===== src/rtl/mux4_pkg.sv =====
// mux4_pkg -- shared definitions for the mux4_to_1 select scheduler.
//   state_t     : FSM state encoding (ST_IDLE, ST_ACTIVE, ST_GAP)
//   NCH         : number of mux channels
//   idx_to_sel  : channel index -> {s0,s1} select code
//   idx_to_onehot : channel index -> one-hot grant vector
package mux4_pkg;

  localparam int NCH = 4;

  typedef enum logic [1:0] {
    ST_IDLE   = 2'd0,
    ST_ACTIVE = 2'd1,
    ST_GAP    = 2'd2
  } state_t;

  // The mux decodes index = 2*s0 + s1, so {s0,s1} is just the index bits.
  function automatic logic [1:0] idx_to_sel(input logic [1:0] idx);
    return idx;
  endfunction

  function automatic logic [NCH-1:0] idx_to_onehot(input logic [1:0] idx);
    logic [NCH-1:0] oh;
    oh      = '0;
    oh[idx] = 1'b1;
    return oh;
  endfunction

endpackage


===== src/rtl/mux4_rr_sched_pick.sv =====
// rr_pick4 -- combinational round-robin picker for four requesters.
//   req  [3:0] in  : request lines
//   last [1:0] in  : most recently granted channel
//   pick [1:0] out : first set request searching upward from last+1 (mod 4)
//   any        out : at least one request is set
module rr_pick4
  import mux4_pkg::*;
(
  input  logic [NCH-1:0] req,
  input  logic [1:0]     last,
  output logic [1:0]     pick,
  output logic           any
);

  // rot[k] is the request of the channel k+1 positions after last, so the
  // search becomes a fixed priority encode from rot[0] upward.
  logic [NCH-1:0] rot;
  logic [1:0]     off;
  logic           found;

  genvar gi;
  generate
    for (gi = 0; gi < NCH; gi++) begin : g_rot
      assign rot[gi] = req[last + 2'(gi + 1)];
    end
  endgenerate

  always_comb begin
    off   = 2'd0;
    found = 1'b0;
    for (int k = 0; k < NCH; k++) begin
      if (!found && rot[k]) begin
        off   = 2'(k);
        found = 1'b1;
      end
    end
  end

  assign pick = last + 2'd1 + off;
  assign any  = |req;

endmodule


===== src/rtl/mux4_rr_sched.sv =====
// mux4_rr_sched -- round-robin select scheduler for the mux4_to_1 multiplexer.
// Grants one channel at a time, holds it for HOLD_CYCLES cycles (or until
// release_i), then inserts a one-cycle gap before the next grant.
//   clk        in      : system clock, rising edge
//   rst_n      in      : asynchronous active-low reset
//   req  [3:0] in      : per-channel requests
//   release_i  in      : end the current grant early (ACTIVE only)
//   s0, s1     out     : mux select, index = 2*s0 + s1 (held through gaps)
//   grant[3:0] out     : one-hot grant, zero when nothing is granted
//   sel_valid  out     : mux output carries the granted channel's data
//   busy       out     : scheduler is in ACTIVE or GAP
// All outputs come straight from flops.
module mux4_rr_sched
  import mux4_pkg::*;
#(
  parameter int HOLD_CYCLES = 4,
  parameter int CNT_W       = 8
) (
  input  logic           clk,
  input  logic           rst_n,
  input  logic [NCH-1:0] req,
  input  logic           release_i,
  output logic           s0,
  output logic           s1,
  output logic [NCH-1:0] grant,
  output logic           sel_valid,
  output logic           busy
);

  state_t           state_reg, state_next;
  logic [CNT_W-1:0] cnt_reg, cnt_next;
  logic [1:0]       last_reg, last_next;
  logic [1:0]       sel_reg, sel_next;
  logic [NCH-1:0]   grant_reg, grant_next;
  logic             valid_reg, valid_next;
  logic             busy_reg, busy_next;

  logic [1:0]       pick;
  logic             any;

  rr_pick4 u_pick (
    .req  (req),
    .last (last_reg),
    .pick (pick),
    .any  (any)
  );

  always_ff @(posedge clk or negedge rst_n) begin
    if (!rst_n) begin
      state_reg <= ST_IDLE;
      cnt_reg   <= '0;
      last_reg  <= 2'd3;      // channel 0 wins the first search
      sel_reg   <= 2'd0;
      grant_reg <= '0;
      valid_reg <= 1'b0;
      busy_reg  <= 1'b0;
    end else begin
      state_reg <= state_next;
      cnt_reg   <= cnt_next;
      last_reg  <= last_next;
      sel_reg   <= sel_next;
      grant_reg <= grant_next;
      valid_reg <= valid_next;
      busy_reg  <= busy_next;
    end
  end

  // Outputs are computed for the state being entered so they register
  // alongside it; a new grant is visible right after the edge that picks it.
  always_comb begin
    state_next = state_reg;
    cnt_next   = cnt_reg;
    last_next  = last_reg;
    sel_next   = sel_reg;
    grant_next = grant_reg;
    valid_next = valid_reg;
    busy_next  = busy_reg;

    case (state_reg)
      ST_IDLE, ST_GAP: begin
        if (any) begin
          state_next = ST_ACTIVE;
          cnt_next   = CNT_W'(HOLD_CYCLES - 1);
          last_next  = pick;
          sel_next   = idx_to_sel(pick);
          grant_next = idx_to_onehot(pick);
          valid_next = 1'b1;
          busy_next  = 1'b1;
        end else begin
          state_next = ST_IDLE;
          grant_next = '0;
          valid_next = 1'b0;
          busy_next  = 1'b0;
        end
      end

      ST_ACTIVE: begin
        // req is not looked at here: the grant is held regardless.
        if (cnt_reg == '0 || release_i) begin
          state_next = ST_GAP;
          grant_next = '0;
          valid_next = 1'b0;
          busy_next  = 1'b1;    // select code stays put through the gap
        end else begin
          cnt_next = cnt_reg - 1'b1;
        end
      end

      default: begin
        state_next = ST_IDLE;
        grant_next = '0;
        valid_next = 1'b0;
        busy_next  = 1'b0;
      end
    endcase
  end

  assign s0        = sel_reg[1];
  assign s1        = sel_reg[0];
  assign grant     = grant_reg;
  assign sel_valid = valid_reg;
  assign busy      = busy_reg;

endmodule

===== config.mk =====
export PLATFORM = sky130hd
export DESIGN_NAME = mux4_rr_sched
export DESIGN_NICKNAME = d
export VERILOG_FILES = /design/src/rtl/mux4_pkg.sv /design/src/rtl/mux4_rr_sched_pick.sv /design/src/rtl/mux4_rr_sched.sv
export SDC_FILE = /design/constraint.sdc
export NUM_CORES = 1
export LEC_CHECK = 0
export BUFFER_PORTS_ARGS = -buffer_cell sky130_fd_sc_hd__buf_2
export CAP_MARGIN = 20
export CORE_MARGIN = 1.5
export CORE_UTILIZATION = 45
export DETAILED_ROUTE_END_ITERATION = 16
export PLACE_DENSITY = 0.63
export SLEW_MARGIN = 20
export SYNTH_ARGS = -nofsm -noshare
export SYNTH_HDL_FRONTEND = slang
export SYNTH_SLANG_ARGS = --single-unit

===== constraint.sdc =====
create_clock -name clk -period 2.73 [get_ports clk]
set_input_delay 0.273 -clock clk [delete_from_list [all_inputs] [get_ports clk]]
set_output_delay 0.273 -clock clk [all_outputs]
set_load 0.01 [all_outputs]

# After elaboration in Yosys (flattened, before gate mapping)
# Index checks and enable logic that the tools add are counted.
word_totals:
  regBits: 20
  output_inout_bits: 8
classes:
  n_eq_ne: 5
  order_cmp: 6
  mux: 30
  addsub: 5
  reduce_logical: 15
op_table:
  columns: ["op", "count"]
  rows:
  - ["$mux 8", 2]
  - ["$pmux 8 s2", 1]
  - ["$lt 2x3->1 const B", 5]
  - ["$mux 1", 13]
  - ["$bmux 1 s2", 4]
  - ["$logic_not 8->1", 1]
  - ["$mux 4", 2]
  - ["$pmux 4 s2", 1]
  - ["$sub 8x1->8 const B", 1]
  - ["$mux 2", 3]
  - ["$ne 2x2->1 const B", 3]
  - ["$add 2x2->2 const B", 2]
  - ["$logic_and 1x1->1", 4]
  - ["$pmux 1 s2", 2]
  - ["$pmux 2 s2", 1]
  - ["$reduce_or 4->1", 1]
  - ["$logic_not 1->1", 3]
  - ["$reduce_and 3->1", 1]
  - ["$add 2x1->2 const B", 1]
  - ["$add 2x2->2", 1]
  - ["$demux 1 s2", 1]
  - ["$eq 2x1->1 const B", 1]
  - ["$eq 2x2->1 const B", 1]
  - ["$ge 2x1->1 const B", 1]
  - ["5 further kinds", 5]

# Depth between registers and ports, before layout
# Gate-level depths: netlist (run 1).
depth:
  word_depth: 20
  mapped_depth: 10
  ltp_nobuf: 10

# Hierarchy
# From an unflattened synthesis (run 1), not the netlist that was laid out.
hier_totals:
  cells_unflattened: 112
  hier_area_um2: 1093.5
by_module_without_submodules:
  columns: ["module", "area_per_inst_um2", "instances", "cells_per_inst", "seq_area_each_um2"]
  rows:
  - ["mux4_rr_sched", 899.6, 1, 86, 478.0]
  - ["rr_pick4", 193.9, 1, 26, 0.0]

# Least setup slack after synthesis (run 1)
# OpenSTA, ideal clock, no wires.
synth_path:
  path_type: "register to register"
  from: "register last_reg[1]"
  to: "register sel_reg[1]"
  stages_incl_launch_ff: 10
  t_arrival_ps: 1796
  path_slack_ps: 809
  period_less_slack_ps: 1921
  t_required_ps: 2605
  path_cell_list: "dfstp_2 o21ai_0 a21oi_1 a21oi_1 a21oi_1 ha_1 xnor2_1 xnor2_2 xnor2_2 mux2_2"
synth_via:
  elab_chain_len: 14
synth_lines:
  columns: ["item", "line_no", "text"]
  rows:
  - ["start, declared", "mux4_rr_sched.sv:32", "logic [1:0] last_reg, last_next;"]
  - ["start signal, assigned", "mux4_rr_sched.sv:60", "last_reg <= last_next;"]
  - ["$add 2x1->2", "mux4_rr_sched_pick.sv:24, mux4_rr_sched_pick.sv:39", null]
  - ["$bmux 1 s2", "mux4_rr_sched_pick.sv:24", "assign rot[gi] = req[last + 2'(gi + 1)];"]
  - ["$mux 1 (implied by the code)", "mux4_rr_sched_pick.sv:24", null]
  - ["$mux 1", "mux4_rr_sched_pick.sv:32", "if (!found && rot[k]) begin"]
  - ["$logic_not 1->1", "mux4_rr_sched_pick.sv:32", null]
  - ["$logic_and 1x1->1", "mux4_rr_sched_pick.sv:32", null]
  - ["$mux 1", "mux4_rr_sched_pick.sv:32", null]
  - ["$logic_not 1->1", "mux4_rr_sched_pick.sv:32", null]
  - ["$logic_and 1x1->1", "mux4_rr_sched_pick.sv:32", null]
  - ["$mux 1", "mux4_rr_sched_pick.sv:32", null]
  - ["$logic_not 1->1", "mux4_rr_sched_pick.sv:32", null]
  - ["$logic_and 1x1->1", "mux4_rr_sched_pick.sv:32", null]
  - ["$mux 2", "mux4_rr_sched_pick.sv:32", null]
  - ["$add 2x2->2 *", "mux4_rr_sched_pick.sv:39", "assign pick = last + 2'd1 + off;"]
  - ["end signal, assigned", "mux4_rr_sched.sv:61", "sel_reg <= sel_next;"]
  - ["end, declared", "mux4_rr_sched.sv:33", "logic [1:0] sel_reg, sel_next;"]
# Mark *: on every way between the ends. The rest lies on a longest branch, timed or not. The select of a mux whose other input is x is not followed.
# A chain may end at the register's enable or synchronous reset.

# Final worst setup path (run 1)
layout_path:
  from: "register last_reg[1]"
  to: "register grant_reg[3], in the netlist grant[3]"
layout_via:
  elab_chain_len: 20
layout_lines:
  columns: ["item", "line_no", "text"]
  rows:
  - ["$add 2x1->2", "mux4_rr_sched_pick.sv:24, mux4_rr_sched_pick.sv:39", null]
  - ["$bmux 1 s2", "mux4_rr_sched_pick.sv:24", null]
  - ["$mux 1 (implied by the code)", "mux4_rr_sched_pick.sv:24", null]
  - ["$mux 1", "mux4_rr_sched_pick.sv:32", null]
  - ["$logic_not 1->1", "mux4_rr_sched_pick.sv:32", null]
  - ["$logic_and 1x1->1", "mux4_rr_sched_pick.sv:32", null]
  - ["$mux 1", "mux4_rr_sched_pick.sv:32", null]
  - ["$logic_not 1->1", "mux4_rr_sched_pick.sv:32", null]
  - ["[... 4 more ...]", null, null]
  - ["$mux 2", "mux4_rr_sched_pick.sv:32", null]
  - ["$add 2x2->2 *", "mux4_rr_sched_pick.sv:39", null]
  - ["$lt 2x3->1 (implied by the code) or $ge 2x1->1 (tied branches)", "mux4_pkg.sv:24", "oh[idx] = 1'b1;"]
  - ["$logic_and 1x1->1 (implied by the code)", "mux4_pkg.sv:24", null]
  - ["$mux 1 (implied by the code)", "mux4_pkg.sv:24", null]
  - ["$demux 1 s2 *", "mux4_pkg.sv:24", null]
  - ["$mux 4 *", "mux4_rr_sched.sv:81", "if (any) begin"]
  - ["$pmux 4 s2 *", "mux4_rr_sched.sv:79", "case (state_reg)"]
  - ["end signal, assigned", "mux4_rr_sched.sv:62", "grant_reg <= grant_next;"]
  - ["end, declared", "mux4_rr_sched.sv:34", "logic [NCH-1:0] grant_reg, grant_next;"]
# Marked as above.

==> results summary, run 1 <==
The largest fanout on the critical path came out at 7. The maximum clock insertion buffer count came out at 2. The number of nets at the end of the flow came out at 132. The count of buffering cells on the critical path with inverters included came out at 0. The number of max-slew violations in the final report came out at 0.

The area of placed instances is 1140 sq um. In this run the count of I/O pins placed on the die edge is 15. For this run, the share of the core covered by cells in the final layout is 54.4%. The detailed-router iteration count before antenna repair is 4. The final critical path time including I/O delays and setup came out at 2.06 ns.

The top flip-flop cell by instance count after synthesis is dfrtp_1. The synthesized design devotes to its leading area cell type 42.7% of total area. The arrival time of data at the critical path endpoint came out at 2.26 ns. The number of global-route vias before repair came out at 769.

Including well taps, the total number of placed cells is 144. The die area is 2640 sq um. The cell that appears most often on the critical path is a21oi_1.

The library cell with the largest summed area after synthesis is dfrtp_1. The remaining global-route overflow is 0. The HPWL after detailed placement is 1400 microns. Entering global routing, the biggest net connects 21 pins.

The library cell used most frequently in the layout, excluding fill and tap cells, is dfrtp_1. Summed over all cells, the static leakage comes to 0.566 nW. The final design instance area without fill came out at 1200 sq um. The floorplan step set the die width to 51.4 microns.

The number of enable flip-flop cells after synthesis came out at 0. The hold violation count in the final report came to 0. The Yosys step of the flow raised 0 warnings. The area of the mapped netlist came out at 1050 sq um. The worst-skew pair later-pin latency came out at 0.30 ns. The share of the yosys chip area belonging to registers is 47.7%. For this design the ratio of total power to cell area is 1100 nW/um^2. Once the floorplan was initialized, standard cells occupied 47.7% of the core.

The number of antenna cells inserted came out at 0. The data required time of the critical path came out at 2.93 ns. The number of buffers created by CTS is 3. The first global-routing pass estimated 3480 microns of wire.

The share of cells above drive strength 1 is 24.8%. The core region is 2210 sq um. By area the synthesized netlist is led by dfrtp_1 (43%), dfstp_2 (5.0%), nor2_1 (4.3%), nand2_1 (3.9%), ha_1 (3.6%). Synthesis instantiated 35 different standard cells from the library. The average instance area after synthesis came out at 10.1 sq um.

The worst setup skew after layout came out at 0.00106 ns. The count of buffers added on input and output ports is 14. The flip-flop and latch count after synthesis came out at 20.

The total setup violations reported at the end of the flow is 0. The tightest slew margin relative to the limit is 55.4%. The flip-flop count of the largest register, all copies and words added came out at 8.

The residual antenna-violating net count after detailed routing is 0. At the pin with the least slew margin, the transition time is 0.669 ns. The average vias per placed instance came out at 5.34. The synthesized netlist net count is 114. In this run the core area contains 17 standard-cell rows. The number of remaining DRC errors is 0. The number of cells on the critical path came out at 9. The number of gates resized after CTS is 0.

The worst-case setup slack after placement came out at 0.677 ns. The clock drives 20 sinks. The stage delay of the slowest cell on the critical path came out at 0.62 ns. The maximum clock frequency is 0.486 GHz. The violation count after the first detailed-route iteration came out at 19. Setup repair after global routing left no endpoint under its margin. The kind of capture point of the worst setup path is a flop. In this run the number of H-tree levels came out at 1. In the layout the commonest cells are dfrtp_1 (18), buf_2 (14), nor2_1 (12). TritonCTS built the clock tree. The largest vdd supply drop came out at 0.000868 V. The area growth from synthesis to layout is 14.1%. The total track usage came out at 17.8%.

The mean routed wirelength per cell is 13.2 microns. The kind of cell with the highest combined delay on the critical path is compound AO/OA/AOI/OAI gates. The cell depth of the worst flop-to-flop path is 9. The wire length after detailed routing is 1960 microns. The share of flip-flops with an asynchronous set or reset after synthesis is 100%.

The number of cells traversed by the worst hold path came out at 4. The tool flagged a number of max-cap violations equal to 0. The kind of critical path is reg -> reg. The flow ran to the end, and the final reports show no timing, DRC or antenna violations. The ratio of final minimum period to clock period came out at 75.4%. The setup TNS came out at 0 ns. Fill cells in the final layout number 208. The count of mapped cells out of synthesis is 104.

The detailed-route via count came out at 795. The CTS clock-pin slew for the worst setup and hold paths is 0.12 ns. The slowest stage of the critical path is the dfstp_2 cell. The min-delay analysis places its worst path in the category in -> reg. The final estimated routing congestion in global placement came out at 0.741. The number of non-filler instances in the completed layout is 149. Walking the worst path, the cells encountered are o21ai_0 -> a21oi_1 -> a21oi_1 -> a21oi_1 -> ha_1 -> xnor2_1 -> xnor2_2 -> xnor2_2 -> a32o_1.

The height of the die is 51.4 microns. The setup slack of the critical path after layout is 0.673 ns. STA classifies the critical path startpoint as a flop. The initial antenna violation count came out at 0. The cell sitting at the root of the clock tree is a clkbuf_4.
-- metrics by stage --
step | hold WS, ns | power, mW
after floorplan | -0.0226 | 0.944
after global placement | 0.236 | 1.06
after detailed placement | 0.236 | 1.08
after CTS | 0.301 | 1.32
after global routing | 0.317 | 1.41
final | 0.303 | 1.32
-- worst register-to-register path, cell delays in order, from the launching register on --
cell and delay (ns):
dfstp_2 0.62, o21ai_0 0.11, a21oi_1 0.13, a21oi_1 0.05, a21oi_1 0.14, ha_1 0.17
xnor2_1 0.16, xnor2_2 0.16, xnor2_2 0.14, a32o_1 0.29
-- repair_timing --
action	in CTS	in global routing
hold buffers	1	0
buffers inserted	0	0
hold endpoints to repair	18	0
-- path summary, 6_finish.rpt --
kind	from	to	slack, ns
max in group asynchronous	rst_n	last_reg[0]	1.98
hold / removal	release_i	cnt_reg[3]	0.30
setup reg to reg	last_reg[1]	grant[3]	0.67
min in group asynchronous	rst_n	cnt_reg[2]	0.42
setup / recovery	last_reg[1]	grant[3]	0.67
hold reg to reg	sel_valid	sel_valid	0.48
-- final cells by class --
class / instances / area, sq um / share of cell area [%]
Timing Repair Buffer: 16 / 87.6 / 7.28
Clock buffer: 3 / 22.5 / 1.87
Tap cell: 28 / 35.0 / 2.91
Sequential cell: 20 / 503 / 41.8
Clock inverter: 1 / 30.0 / 2.49
Inverter: 7 / 26.3 / 2.18
Multi-Input combinational cell: 74 / 499 / 41.5
-- cell usage after synthesis, types with 3 or more instances --
cell type  number
a21oi_1         7
o21ai_0         3
nand2b_1        4
o21ai_1         3
ha_1            3
dfrtp_1        18
nand3_1         3
nor2_1         12
nand2_1        11
inv_1           7
-- per-layer routing --
| layer | vias to the layer above | track usage, % | share of wire [%] |
|---|---|---|---|
| met1 | 388 | 24.9 | 50 |
| met2 | 7 | 27.4 | 48 |
| met3 | 2 | 1.75 | 1.5 |
| met5 | - | 0 | 0 |
| li1 | 398 | - | - |
| met4 | 0 | 9.21 | 0.87 |
-- report_power, final --
group	internal, mW	total, mW	switching, mW
clock	0.148	0.245	0.0967
combinational	0.264	0.595	0.331
sequential	0.401	0.478	0.0770
total	0.814	1.32	0.505
-- logic make-up after synthesis --
logic type / share of synthesized area (%)
compound gates: 19.0
buf+inv: 4.98
fa+ha+maj: 3.56
xor+xnor: 5.58
flops: 47.7
mux: 2.14
simple gates: 17.1
Note: power is estimated with default switching activity, not from simulation.
==> run 2, diff against run 1 <==
PLACE_DENSITY = 0.66   (was 0.63)
clock period = 1.7 ns   (was 2.73 ns; I/O delays follow)
==> run 2 against run 1 <==
Effect of this change: the run now ends with negative setup slack left; global-route usage rose by 0.66 points; wire length up 17%; highest routed layer unchanged; clock power is 58% higher; largest power group unchanged; clock-buffer cell count unchanged.
==> results summary, run 2 (synthesis results as in run 1) <==
The kind of cell with the highest combined delay on the critical path is flip-flops. The average vias per placed instance came out at 5.15 (-3.4%). The violation count after the first detailed-route iteration was 13 (-6). The setup TNS is -1.83 ns (-1.83 ns). The checks that failed: negative setup slack. The number of max-capacitance violations reported is 0 (unchanged). The share of cells above drive strength 1 was 50.7% (+26 points).

The largest fanout on the critical path was 6 (-1). The H-tree depth is 1 (unchanged). The area of the placeable core was 2210 sq um (unchanged). The number of global-route vias before repair was 876 (+14%). The switching power total is 0.920 mW (+82%).

The minimum hold slack is 0.266 ns (-0.0367 ns). The flip-flop count of the largest register, all copies and words added is 8 (unchanged). The portion of total power attributed to sequential cells came out at 29.6% (-6.7 points). The worst-skew pair later-pin latency came out at 0.30 ns (about the same).

The standby leakage power came out at 0.725 nW (+28%). The wire length after detailed routing is 2290 microns (+17%). The worst setup skew after layout came out at 0.00552 ns (+0.00447 ns). The ratio of final minimum period to clock period is 120% (+44 points). The signal on the critical path passes through o21ai_2 -> a21oi_2 -> a21oi_1 -> a21oi_1 -> ha_2 -> xnor2_2 -> xnor2_2 -> xnor2_2 -> mux2_4. The initial antenna violation count came out at 0 (unchanged). In the layout the commonest cells are buf_4 (28), dfrtp_1 (18), buf_2 (14).

The number of max-slew violations in the final report came out at 0 (unchanged). The internal portion of total power came out at 1.59 mW (+95%). Relative to the synthesized area, the layout overhead comes to 42.3%. The number of top-level pins is 15 (unchanged). The setup slack of the critical path after layout was -0.335 ns (-1.01 ns). The number of I/O port buffers is 14 (unchanged). The launching element type of the critical path is a flop. The kind of capture point of the worst setup path is a flop. By startpoint and endpoint, the worst setup path is classified as reg -> reg. The final design instance area without fill came out at 1500 sq um (+25%).

The number of antenna cells inserted came out at 0 (unchanged). The share of power burned in the clock network came out at 15.5% (-3.1 points). The total track usage came out at 18.5% (+0.66 points). The pin count of the biggest net entering global routing is 21 (unchanged). The logic gate share of total power came out at 54.9% (+9.7 points). The tightest slew margin relative to the limit is 52.4% (-3.0 points).

The post-detailed-placement half-perimeter wirelength came out at 1620 microns (+15%). The global-route wire length before repair was 3640 microns (+4.6%). The number of buffers created by CTS came to 3 (unchanged). The flow ran to the end, but the final reports show violations. The final estimated routing congestion in global placement is 0.705 (-4.9%). On the critical path, the stage with the largest delay is an instance of dfstp_2. The flop-to-flop setup slack came to -0.33 ns (-1.01 ns). The net switching fraction of the power is 36.7% (-1.6 points).

The worst-case setup slack after placement is -0.383 ns (-1.06 ns). The count of buffering cells on the critical path with inverters included is 0 (unchanged). The actual transition at the worst max-transition pin is 0.713 ns (+0.0443 ns). TritonCTS built the clock tree. The arrival time of data at the critical path endpoint came out at 2.23 ns (-0.03 ns). The area of placed instances is 1310 sq um (+14%). The maximum clock insertion buffer count came out at 2 (unchanged). The power density over the cells came out at 1670 nW/um^2 (+53%). The detailed-router iteration count before antenna repair is 4 (unchanged). The number of remaining DRC errors is 0 (unchanged).

Setup repair after global routing could not meet its margin everywhere. The detailed-route via count is 917 (+15%). The remaining global-route overflow was 0 (unchanged). The hold violation count in the final report is 0 (unchanged). The maximum clock frequency is 0.491 GHz (+1.1%).

The residual antenna-violating net count after detailed routing is 0 (unchanged). The final critical path time including I/O delays and setup was 2.03 ns (-0.0222 ns). The CTS clock-pin slew for the worst setup and hold paths came out at 0.12 ns (about the same).

The height of the die came out at 51.4 microns (unchanged). By instance count, the cell type seen most on the critical path is xnor2_2. The total design power is 2.51 mW (+90%). The total setup violations reported at the end of the flow is 6 (+6). The die area is 2640 sq um (unchanged). The die extent in x was 51.4 microns (unchanged).

In this run the worst hold path is classified as in -> reg. The largest vdd supply drop is 0.00114 V (+32%). The mean routed wirelength per cell came out at 12.9 microns (-2.1%). The number of clock sinks is 20 (unchanged). The number of nets at the end of the flow came out at 161 (+22%). The initial core utilization is 47.7% (unchanged). The number of rows created at floorplan came out at 17 (unchanged).

The data required time of the critical path came to 1.90 ns (-1.03 ns). In this run the clock root is driven by a clkbuf_4. The most common library cell in the layout ignoring fill and taps is buf_4. The stage delay of the slowest cell on the critical path is 0.60 ns (-0.02 ns).
-- run 2: cell type report --
class / count / area, sq um
clock buffer: 3 / 22.5
clock inverter: 1 / 30.0
fill: 180 / 711
inverter: 7 / 26.3
multi-input combinational: 74 / 572
sequential: 20 / 503
tap: 28 / 35.0
timing repair buffer: 45 / 313
-- run 2: per-stage QoR --
step / utilization [%] / std cells
floorplan: - / 104
global placement: 59.0 / 166
detailed placement: 59.0 / 166
CTS: 65.5 / 177
global route: 67.9 / 178
finish: 67.9 / 178
-- run 2: repair_timing --
item | 4_1_cts | 5_1_grt
endpoints found under the setup margin | 9 | 16
pin swaps | 10 | 13
hold buffers | 1 | 0
setup buffers | 6 | 1
gates resized for setup | 11 | 12
hold endpoints to repair | 18 | 0
-- run 2: final timing paths --
kind | start | endpoint | cells after the start
max | last_reg[1] | sel_reg[1] | 9
min | release_i | cnt_reg[4] | 5
max reg2reg | last_reg[1] | sel_reg[1] | 9
min reg2reg | grant[0] | grant[0] | 2
max in group asynchronous | rst_n | last_reg[0] | 2
min in group asynchronous | rst_n | cnt_reg[4] | 2
-- run 2: power groups by stage --
stage	sequential [mW]	clock (mW)	combinational [mW]
2_1_floorplan	0.770	0	0.746
3_3_place_gp	0.737	0	1.12
3_5_place_dp	0.746	0	1.17
4_1_cts	0.736	0.398	1.33
5_1_grt	0.759	0.418	1.51
6_report	0.743	0.388	1.38
-- run 2: routing by layer --
metal / up-vias / wire (microns) / track usage (%)
met2: 12 / 1190 / 32.1
met1: 439 / 1040 / 23.1
li1: 464 / - / -
met5: - / 0 / 0
met4: 0 / 10 / 6.58
met3: 2 / 58 / 2.92
-- run 2: tightest hold or removal path: cells and delay by family --
kind | cells | cell delay (ns)
and+or+nand+nor | 1 | 0.08
AOI/OAI and AO/OA | 3 | 0.19
buffers and inverters | 1 | 0.10
==> run 3, diff against run 2 <==
==> constraint.sdc (replaced) <==
create_clock -name clk -period 1.7 [get_ports clk]
set_input_delay 0.085 -clock clk [delete_from_list [all_inputs] [get_ports clk]]
set_output_delay 0.085 -clock clk [all_outputs]
set_load 0.01 [all_outputs]
==> run 3 against run 2 <==
Effect of this change: the run still ends with negative setup slack left; cell area is 1.8% higher; clock power hardly changed; critical path depth stayed put; power is 2.1% higher; register-to-register slack hardly changed; sequential power is 1% higher; utilization is 1.2 points higher; final cell count is 1.1% lower; non-clock buffer count is 2 lower; setup slack worse by 0.0073 ns; critical path type unchanged; largest power group unchanged.
==> results summary, run 3 (synthesis results as in run 1) <==
The run finished, with violations left. The final reports fail on negative setup slack. The largest fanout on the critical path is 6 (unchanged). The setup TNS came out at -1.82 ns (+0.0172 ns). The height of the die is 51.4 microns (unchanged).

The worst setup skew after layout came to 0.00252 ns (-0.00300 ns). The min-delay analysis places its worst path in the category in -> reg. The remaining global-route overflow came out at 0 (unchanged). The data required time of the critical path came out at 1.90 ns (about the same). The most prevalent standard cell on the critical path is xnor2_2.

The area growth from synthesis to final layout is 44.8%. The area of the placeable core was 2210 sq um (unchanged). The cell total after placement came out at 166 (unchanged).

The total design power is 2.56 mW (+2.1%). The die area is 2640 sq um (unchanged). The post-detailed-placement half-perimeter wirelength came to 1720 microns (+6.6%). The signal on the critical path passes through o21ai_2 -> a21oi_2 -> a21oi_1 -> a21oi_1 -> ha_2 -> xnor2_2 -> xnor2_2 -> xnor2_2 -> mux2_4.

The number of non-filler instances in the completed layout is 176 (-1.1%). Leaving out fill and tap cells, the most frequent cell in the layout is buf_4. The hold violation count in the final report is 0 (unchanged). The minimum hold slack was 0.180 ns (-0.0861 ns).

The worst-case setup slack after placement was -0.359 ns (+0.0232 ns). The number of remaining DRC errors is 0 (unchanged). Setup repair after global routing could not meet its margin everywhere. The number of global-route vias before repair came out at 880 (+0.46%).

The final estimated routing congestion in global placement came out at 0.736 (+4.4%). The number of I/O port buffers is 14 (unchanged). The arrival time of data at the critical path endpoint is 2.24 ns (about the same). The residual antenna-violating net count after detailed routing is 0 (unchanged). The ratio of final minimum period to clock period came to 120% (+0.43 points). The power density over the cells is 1680 nW/um^2 (+0.32%). The initial core utilization came out at 47.7% (unchanged). The kind of cell with the highest combined delay along the critical path is flip-flops.

The number of buffers created by CTS came out at 3 (unchanged). The setup slack of the critical path after layout came out at -0.342 ns (-0.00735 ns). The cell with the largest stage delay on the worst path is dfstp_2. The kind of capture point of the worst setup path is a flop. The mean routed wirelength per cell came out at 13.8 microns (+7.1%). The detailed-router iteration count before antenna repair came out at 4 (unchanged). The TritonCTS clock tree is done. The worst-skew pair later-pin latency is 0.30 ns (about the same).

The number of max-slew violations in the final report came out at 0 (unchanged). The number of antenna cells inserted came out at 0 (unchanged). The count of buffering cells on the critical path with inverters included was 0 (unchanged). The largest vdd supply drop is 0.00126 V (+10%). The wire length after detailed routing was 2430 microns (+5.9%). The die extent in x is 51.4 microns (unchanged).

The maximum clock frequency is 0.490 GHz (-0.36%). The global-route wire length before repair came out at 4040 microns (+11%). The detailed-route via count came out at 919 (+0.22%). The share of cells above drive strength 1 is 50.7% (about the same). The total setup violations reported at the end of the flow was 6 (unchanged). The critical path is of the reg -> reg type. The standby leakage power is 0.737 nW (+1.7%). The violation count after the first detailed-route iteration came to 19 (+6). The number of max-capacitance violations reported is 0 (unchanged). The H-tree depth came out at 1 (unchanged). The root buffer cell is clkbuf_4. The number of clock sinks came out at 20 (unchanged). The average vias per placed instance came out at 5.22 (+1.4%).

The maximum clock insertion buffer count is 2 (unchanged). The actual transition at the worst max-transition pin is 0.441 ns (-0.273 ns). The number of top-level pins came out at 15 (unchanged). The pin count of the biggest net entering global routing came out at 21 (unchanged). The CTS clock-pin slew for the worst setup and hold paths is 0.12 ns (about the same).

In the layout the commonest cells are buf_4 (24), dfrtp_1 (18), buf_2 (14). The number of nets at the end of the flow came out at 159 (-1.2%). The stage delay of the slowest cell on the critical path came out at 0.60 ns (about the same). The tightest slew margin relative to the limit is 70.6% (+18 points). The final critical path time including I/O delays and setup came out at 2.04 ns (+0.00735 ns).

The total track usage was 20.7% (+2.2 points). The flip-flop count of the largest register, all copies and words added came out at 8 (unchanged). The worst setup path is launched from a flop. The initial antenna violation count came out at 0 (unchanged).

The number of rows created at floorplan is 17 (unchanged).
-- run 3: final timing paths --
path	start	to	slack [ns]	depth (start not counted)
hold reg to reg	grant[0]	grant[0]	0.49	2
setup / recovery	last_reg[1]	sel_reg[1]	-0.34	9
min in group asynchronous	rst_n	sel_valid	0.25	2
hold / removal	release_i	cnt_reg[4]	0.18	5
max in group asynchronous	rst_n	last_reg[1]	1.12	2
setup reg to reg	last_reg[1]	sel_reg[1]	-0.34	9
-- run 3: cell type report --
type	instances	area, sq um
repair buffers	43	305
fillers	171	684
clock inverters	1	30.0
clock buffers	3	22.5
multi-input cells	74	606
flip-flops and latches	20	503
well taps	28	35.0
inverters	7	26.3
-- run 3: stage by stage --
stage | util, % | cell area, sq um
2_1_floorplan | - | 1050
3_3_place_gp | 59.0 | 1310
3_5_place_dp | 59.0 | 1310
4_1_cts | 65.3 | 1440
5_1_grt | 69.1 | 1530
6_report | 69.1 | 1530
-- run 3: routing by layer --
metal	GRT usage [%]	routed length, microns	up-vias
met3	2.05	67	2
met2	35.0	1300	14
li1	-	-	453
met1	27.3	1040	450
met4	7.89	17	0
met5	0	0	-
-- run 3: report_power, final --
group          internal, mW  switching [mW]  leakage, nW  total, mW
Clock                 0.238           0.150       0.0279      0.388
Sequential            0.644           0.110        0.248      0.753
Combinational         0.734           0.685        0.461       1.42
Total                  1.62           0.944        0.737       2.56
-- run 3: what timing repair did --
action                                  4_1_cts  5_1_grt
endpoints found under the setup margin       10       17
hold buffers                                  1        0
buffers inserted                              5        0
gates resized for setup                      13       17
pin swaps                                    10       15
endpoints found under the hold margin        18        0
-- run 3: worst register-to-register path, delay by kind of cell (launching register included) --
kind	cells	cell delay, ns
DFF	1	0.60
AOI/OAI and AO/OA	4	0.41
xor gates and xnor gates	3	0.43
adders and majority gates	1	0.21
muxes	1	0.28
